### config.mk
export PLATFORM = sky130hd
export DESIGN_NAME = btn_debounce
export DESIGN_NICKNAME = d
export VERILOG_FILES = /design/src/rtl/btn_debounce.sv
export SDC_FILE = /design/constraint.sdc
export NUM_CORES = 1
export LEC_CHECK = 0
export BUFFER_PORTS_ARGS = -buffer_cell sky130_fd_sc_hd__buf_2
export CORE_ASPECT_RATIO = 0.5
export CORE_UTILIZATION = 28
export DETAILED_ROUTE_END_ITERATION = 12
export PLACE_DENSITY = 0.46
export SLEW_MARGIN = 10
export SYNTH_ARGS = -nofsm -noshare
export SYNTH_HDL_FRONTEND = slang
export SYNTH_SLANG_ARGS = --single-unit
### constraint.sdc
create_clock -name clk -period 2.55 [get_ports clk]
set_input_delay 0.6375 -clock clk [delete_from_list [all_inputs] [get_ports clk]]
set_output_delay 0.6375 -clock clk [all_outputs]
set_load 0.005 [all_outputs]
### src/rtl/btn_debounce.sv
// Button/switch conditioner: two-flop synchroniser, stable-count debounce,
// and registered rise/fall pulses plus a press-toggled latch per channel.
module btn_debounce #(
    parameter int N            = 2,
    parameter int DEBOUNCE_CNT = 1000000
) (
    input  logic         clk,
    input  logic         reset,
    input  logic [N-1:0] i_btn,
    output logic [N-1:0] o_level,
    output logic [N-1:0] o_rise,
    output logic [N-1:0] o_fall,
    output logic [N-1:0] o_toggle
);

    localparam int CW = (DEBOUNCE_CNT > 2) ? $clog2(DEBOUNCE_CNT) : 1;
    localparam logic [CW-1:0] CNT_MAX = CW'(DEBOUNCE_CNT - 1);

    logic [N-1:0]  s1;
    logic [N-1:0]  s2;
    logic [CW-1:0] cnt [N];

    always_ff @(posedge clk) begin
        if (reset) begin
            s1       <= '0;
            s2       <= '0;
            o_level  <= '0;
            o_rise   <= '0;
            o_fall   <= '0;
            o_toggle <= '0;
            for (int i = 0; i < N; i++) begin
                cnt[i] <= '0;
            end
        end else begin
            s1     <= i_btn;
            s2     <= s1;
            o_rise <= '0;
            o_fall <= '0;
            for (int i = 0; i < N; i++) begin
                // Any sample matching the accepted level restarts the count.
                if (s2[i] == o_level[i]) begin
                    cnt[i] <= '0;
                end else if (cnt[i] == CNT_MAX) begin
                    cnt[i]     <= '0;
                    o_level[i] <= s2[i];
                    o_rise[i]  <= s2[i];
                    o_fall[i]  <= ~s2[i];
                    if (s2[i]) begin
                        o_toggle[i] <= ~o_toggle[i];
                    end
                end else begin
                    cnt[i] <= cnt[i] + 1'b1;
                end
            end
        end
    end

endmodule

==> metrics, run 1 <==
non-filler instance count after layout=449; most common library cells after synthesis=40 x edfxtp_1, 30 x nor2_1, 17 x a21oi_1; clock latency at the later pin of the worst-skew pair=290 ps; total power=1.87 mW; kind of path behind the tightest hold check=reg2reg; commonest register cell after synthesis=edfxtp_1; Max-Cap Viols=0; proportion of netlist area held by the largest area contributor=0.442; Post-Syn Instances=264; Yosys top cell by area=edfxtp_1; number of buffers created by CTS=5; Worst IR Drop VDD=255 µV; via density per instance=4.55; global-route wire length before repair=9270 µm; area enclosed by the die boundary=10,100 µm²; Std-Cell Core Area=9040 µm²; clock tree skew after final layout=4.42 ps; IO Pins=12; global-route congestion overflow total=0; area of placed instances=3080 µm²; Post-synth EDFFs=40; most repeated cell in the gate-level netlist after synthesis=edfxtp_1; number of buffers inserted by port buffering=11; placed wire-length estimate after detailed placement=3830 µm; post-route cell area=3260 µm²; DR pass1 iterations=4; clock edge transition at the registers on the reported setup and hold paths=70 ps; number of placement rows=24; type of destination of the critical path=register; net count of the finished layout=326; top cells by area in the synthesized netlist=edfxtp_1 44%, dfxtp_1 8.8%, xnor2_1 4.2%; worst setup path class=reg2reg; Worst Path Required=2590 ps; maximum fanout encountered on the critical timing path=11; switching share of power=0.205; drt drc=0; Hold Fails Final Rpt=0; Netlist Area Pre-Place=2720 µm²; per-cell routed wire length=11.5 µm; number of buffers on the longest clock path=2; setup repair after global routing missed its margin=no; share of layout cells above drive strength 1=0.0815; Combinational Power Share=0.037; outcome=finished, final reports clean; number of nets with antenna violations after routing=0; routed via count=2,043; TritonCTS clock tree=yes; largest net degree at the start of global routing=16; height of the chip=71.6 µm; Leak Pwr=1.10 nW; Filler Cells Inserted=910; via count of the first global-routing pass=2,066; Sum Neg Setup Slack=0 ps; fraction of registers with async set or reset after synthesis=0; part of the total power dissipated in sequential elements=0.523; Synth Register Bits=52; headroom to the max-slew limit=0.648; period utilisation layout=0.837; endpoint arrival time on the critical path=2180 ps; number of slew-limit violations in the final report=0; Area growth syn-to-layout=20.1%; total routing usage reported by global routing=0.116; Die Wd=141 µm; Synthesis Warnings=0; achievable clock frequency=0.469 GHz; CTS Root Buffer Type=clkbuf_16; sequential share of the synthesized area=0.531; count of routing violations after the opening detailed-route iteration=84; antenna violations before repair=0; net switching power of the design=0.384 mW; number of clock sinks=52; initial core utilization=0.301; placer's final routability congestion estimate=0.740; Resize count post-CTS=0; post-synthesis area per instance=10.3 µm²; antenna fix cells=0; final period demand of the worst path=2130 ps; final routed wirelength across all metal layers=5160 µm; startpoint class of the critical path=register; H-Tree Depth=2; post-cts hold buffer count=0; slew at the pin closest to its max-slew limit=521 ps; utilization of the core after routing=0.361; PD cells=573 nW/µm²; post-CTS setup buffer count=0; Unique masters post-synth=34; Final Setup Violations=0; internal power of the cells=1.49 mW; post-placement cell count=441; clock group share of total power=0.440
## through the flow
step,hold WS (ps),worst slack [ps]
after floorplan,414,462
after global placement,420,428
after detailed placement,434,389
after CTS,452,388
after global routing,459,296
final,449,416
## placed cells by master, fill, tap and decap left out, types with 7 or more instances in the layout
master,n
o31ai_1,9
conb_1,40
nand2_1,15
buf_2,11
a21oi_1,17
o21ai_0,9
xor2_1,9
dfxtp_1,12
edfxtp_1,40
or3_1,8
nor2_1,30
nand3_1,15
or4_1,9
nand4_1,9
and4_1,7
inv_1,11
xnor2_1,13
## power groups by stage
| stage | sequential (mW) | clock [mW] | combinational (mW) |
|---|---|---|---|
| finish | 0.979 | 0.824 | 0.0685 |
| global route | 0.984 | 0.885 | 0.0811 |
| CTS | 0.978 | 0.852 | 0.0677 |
| detailed placement | 0.997 | 0 | 0.0672 |
| global placement | 0.997 | 0 | 0.0667 |
| floorplan | 0.984 | 0 | 0.0557 |
## worst paths after layout
path	startpoint	to	slack, ps	cells past startpoint
max	cnt[0][13]	cnt[0][9]	420	5
min	s1[1]	s2[1]	450	1
max reg2reg	cnt[0][13]	cnt[0][9]	420	5
min reg2reg	s1[1]	s2[1]	450	1
## registers in the layout, indices dropped and copies added, names as in the netlist
signal / cells
o_toggle: 2
o_fall: 2
s2: 2
cnt: 40
o_rise: 2
o_level: 2
s1: 2
## kinds of logic after synthesis
kind of cell / synth area share
other: 0.00138
multiplexers: 0.00369
flip-flops: 0.531
adder cells (fa/ha/maj): 0.0184
AO/OA/AOI/OAI: 0.0778
buffers and inverters: 0.0263
XOR/XNOR: 0.0709
AND/OR/NAND/NOR: 0.271
## routing by layer
| layer | routed length [µm] | up-vias | GRT usage |
|---|---|---|---|
| li1 | - | 1062 | - |
| met4 | 60 | 0 | 0.0471 |
| met5 | 0 | - | 0 |
| met1 | 2620 | 966 | 0.143 |
| met2 | 2360 | 11 | 0.196 |
| met3 | 120 | 4 | 0.0301 |
## cell type report
class | instances | area [µm²] | area share
Tap cell | 130 | 163 | 0.0498
Inverter | 11 | 41.3 | 0.0127
Timing Repair Buffer | 15 | 85.1 | 0.0261
Sequential cell | 52 | 1440 | 0.442
Multi-Input combinational cell | 233 | 1350 | 0.414
Clock inverter | 1 | 30.0 | 0.00920
Clock buffer | 7 | 153 | 0.0468
## worst max-delay path, cell delays in order (launching register included)
cell and delay [ps]:
edfxtp_1 500, nor4bb_1 410, or4b_1 560, o21ai_2 170, buf_4 200, nor2_1 70
Power figures use the tool's default switching activity.
==> run 2, diff against run 1 <==
--- a/config.mk
+++ b/config.mk
@@ -5,11 +5,12 @@
 export SDC_FILE = /design/constraint.sdc
 export NUM_CORES = 1
 export LEC_CHECK = 0
+export ABC_AREA = 1
 export BUFFER_PORTS_ARGS = -buffer_cell sky130_fd_sc_hd__buf_2
 export CORE_ASPECT_RATIO = 0.5
 export CORE_UTILIZATION = 28
 export DETAILED_ROUTE_END_ITERATION = 12
-export PLACE_DENSITY = 0.46
+export PLACE_DENSITY = 0.47
 export SLEW_MARGIN = 10
 export SYNTH_ARGS = -nofsm -noshare
 export SYNTH_HDL_FRONTEND = slang
==> constraint.sdc (replaced) <==
create_clock -name clk -period 1.8 [get_ports clk]
set_input_delay 0.45 -clock clk [delete_from_list [all_inputs] [get_ports clk]]
set_output_delay 0.45 -clock clk [all_outputs]
set_load 0.005 [all_outputs]
==> run 2 against run 1 <==
  * Largest cell class is now multi-input gates
  * Register-to-register slack worse by 250 ps
  * Sequential share of layout area down 3.4 points
  * Synthesized area up 8.7%
  * Critical endpoint is now cnt[1][10]
  * Fmax up 31%
==> metrics, run 2 <==
Sum Neg Setup Slack=0 ps (unchanged); area enclosed by the die boundary=11,000 µm² (+8.5%); Netlist Area Pre-Place=2950 µm² (+8.7%); setup repair after global routing missed its margin=no; Leak Pwr=1.42 nW (+29%); commonest cells after routing, fill and taps aside=82 x nand2_1, 71 x nor2_1, 43 x inv_1; number of buffers on the longest clock path=2 (unchanged); final routed wirelength across all metal layers=5470 µm (+5.9%); Post-Syn Instances=357 (+35%); largest incremental delay on the critical path=400 ps (-160 ps); number of nets with antenna violations after routing=0 (unchanged); height of the chip=74.6 µm (+4.1%); worst reg2reg path depth=6 (+1); IO Pins=12 (unchanged); routed via count=2,257 (+10%); outcome=finished, final reports clean; number of placement rows=26 (+8.3%); drt drc=0 (unchanged); Worst Hold Path EP=s1[0]; maximum fanout encountered on the critical timing path=19 (+8); CTS Root Buffer Type=clkbuf_16; commonest register cell after synthesis=edfxtp_1; most common library cells after synthesis=82 x nand2_1, 71 x nor2_1, 43 x inv_1; area of placed instances=3380 µm² (+9.7%); total routing usage reported by global routing=0.111 (-0.00512); clock edge transition at the registers on the reported setup and hold paths=60 ps (about the same); per-cell routed wire length=9.73 µm (-15%); final period demand of the worst path=1630 ps (-502 ps); Largest register FFs=40 (unchanged); utilization of the core after routing=0.346 (-0.0147); post-CTS setup buffer count=0 (unchanged); clock tree skew after final layout=8.13 ps (+3.70 ps); worst hold path startpoint=i_btn[0]; H-Tree Depth=2 (unchanged); placement-stage worst setup slack=80.1 ps (-309 ps); leading cell type in the layout, fill and taps excluded=nand2_1; Worst Path Required=1840 ps (-750 ps); worst setup path class=reg2reg; Final Setup Violations=0 (unchanged); number of stages on the worst hold path=3 (+2); setup slack of the critical path after layout=168 ps (-248 ps); end of the worst register-to-register path=cnt[1][10]; crit-path cells=ha_1, nand2_1, nor3_4, nand2_4, nand2_8, nor2_1; Area growth syn-to-layout=19.8%; DR pass1 iterations=4 (unchanged); critical register-to-register path startpoint=cnt[1][0]; Filler Cells Inserted=1,106 (+22%); proportion of netlist area held by the largest area contributor=0.407 (-0.0352); top cells by area in the synthesized netlist=edfxtp_1 41%, nand2_1 10%, nor2_1 9.0%; achievable clock frequency=0.613 GHz (+31%); clock latency at the later pin of the worst-skew pair=290 ps (about the same); flop-to-flop setup slack=170 ps (-250 ps); post-cts hold buffer count=0 (unchanged); share of layout cells above drive strength 1=0.137 (+0.0559); number of clock sinks=52 (unchanged); global-route congestion overflow total=0 (unchanged); fraction of registers with async set or reset after synthesis=0 (unchanged); number of slew-limit violations in the final report=0 (unchanged); TritonCTS clock tree=yes; count of routing violations after the opening detailed-route iteration=116 (+38%); most repeated cell in the gate-level netlist after synthesis=nand2_1; number of buffers inserted by port buffering=11 (unchanged); Worst IR Drop VDD=350 µV (+37%); post-synthesis area per instance=8.27 µm² (-20%); Post-synth EDFFs=40 (unchanged); net count of the finished layout=429 (+32%); via count of the first global-routing pass=2,090 (+1.2%); Synth Register Bits=52 (unchanged); Yosys top cell by area=edfxtp_1; antenna violations before repair=0 (unchanged); kind of path behind the tightest hold check=in2reg; Largest Register=cnt; Die Wd=147 µm (+4.2%); endpoint arrival time on the critical path=1670 ps (-510 ps); period utilisation layout=0.907 (+0.0699); worst-case hold slack=363 ps (-85.7 ps); global-route wire length before repair=9430 µm (+1.7%); Std-Cell Core Area=10,200 µm² (+13%); initial core utilization=0.289 (-0.0116); startpoint class of the critical path=register; via density per instance=4.02 (-12%); placed wire-length estimate after detailed placement=4290 µm (+12%); type of destination of the critical path=register; PD cells=692 nW/µm² (+21%); Max-Cap Viols=0 (unchanged); Unique masters post-synth=27 (-21%); antenna fix cells=0 (unchanged); Critical-path top delay cell=edfxtp_1; largest net degree at the start of global routing=20 (+4); number of buffers created by CTS=5 (unchanged); post-route cell area=3540 µm² (+8.4%); sequential share of the synthesized area=0.488 (-0.0423); Synthesis Warnings=0 (unchanged); Hold Fails Final Rpt=0 (unchanged); placer's final routability congestion estimate=0.775 (+4.6%)
run 2: worst max-delay path by stage:
stage	from	end	slack (ps)	cells past startpoint
finish	cnt[1][0]	cnt[1][10]	170	6
global route	cnt[1][0]	cnt[1][10]	6	6
CTS	cnt[1][0]	cnt[1][10]	70	6
detailed placement	cnt[1][0]	cnt[1][10]	80	6
global placement	cnt[1][0]	cnt[1][9]	120	6
floorplan	cnt[1][0]	cnt[1][16]	250	7
run 2: layer usage:
layer | vias to the layer above | global-route usage | part of all wire
li1 | 1229 | - | -
met1 | 1011 | 0.134 | 0.50
met2 | 12 | 0.199 | 0.47
met3 | 5 | 0.0294 | 0.022
met4 | 0 | 0.0309 | 0.0080
met5 | - | 0 | 0
run 2: per-stage QoR:
stage	total power [mW]	cells
floorplan	1.49	396
global placement	1.53	554
detailed placement	1.53	554
CTS	2.48	562
global route	2.55	562
finish	2.45	562
run 2: critical path, delay by kind of cell (launching register included):
family	cells	cell delay, ps
fa+ha+maj	1	180
flops	1	400
simple gates	5	800
run 2: final cells by class:
class | instances | area, µm² | area share
flip-flops and latches | 52 | 1440 | 0.407
repair buffers | 21 | 143 | 0.0403
clock buffers | 7 | 133 | 0.0375
multi-input cells | 298 | 1480 | 0.418
inverters | 43 | 161 | 0.0456
well taps | 140 | 175 | 0.0495
clock inverters | 1 | 5.00 | 0.00141
run 2: cells by family after synthesis:
family / synth area share
simple gates: 0.347
flops: 0.488
buf+inv: 0.0666
xor+xnor: 0.0564
compound gates: 0.0237
fa+ha+maj: 0.0170
other cells: 0.00127
run 2: timing repair:
item / CTS / global route
endpoints found under the hold margin: 0 / 0
gates resized for setup: 0 / 3
endpoints found under the setup margin: 0 / 19
run 2: power breakdown:
| group | leakage (nW) | internal, mW | switching (mW) |
|---|---|---|---|
| Combinational | 0.842 | 0.0465 | 0.0824 |
| Sequential | 0.510 | 1.33 | 0.0398 |
| Clock | 0.0679 | 0.516 | 0.428 |
| Total | 1.42 | 1.90 | 0.551 |
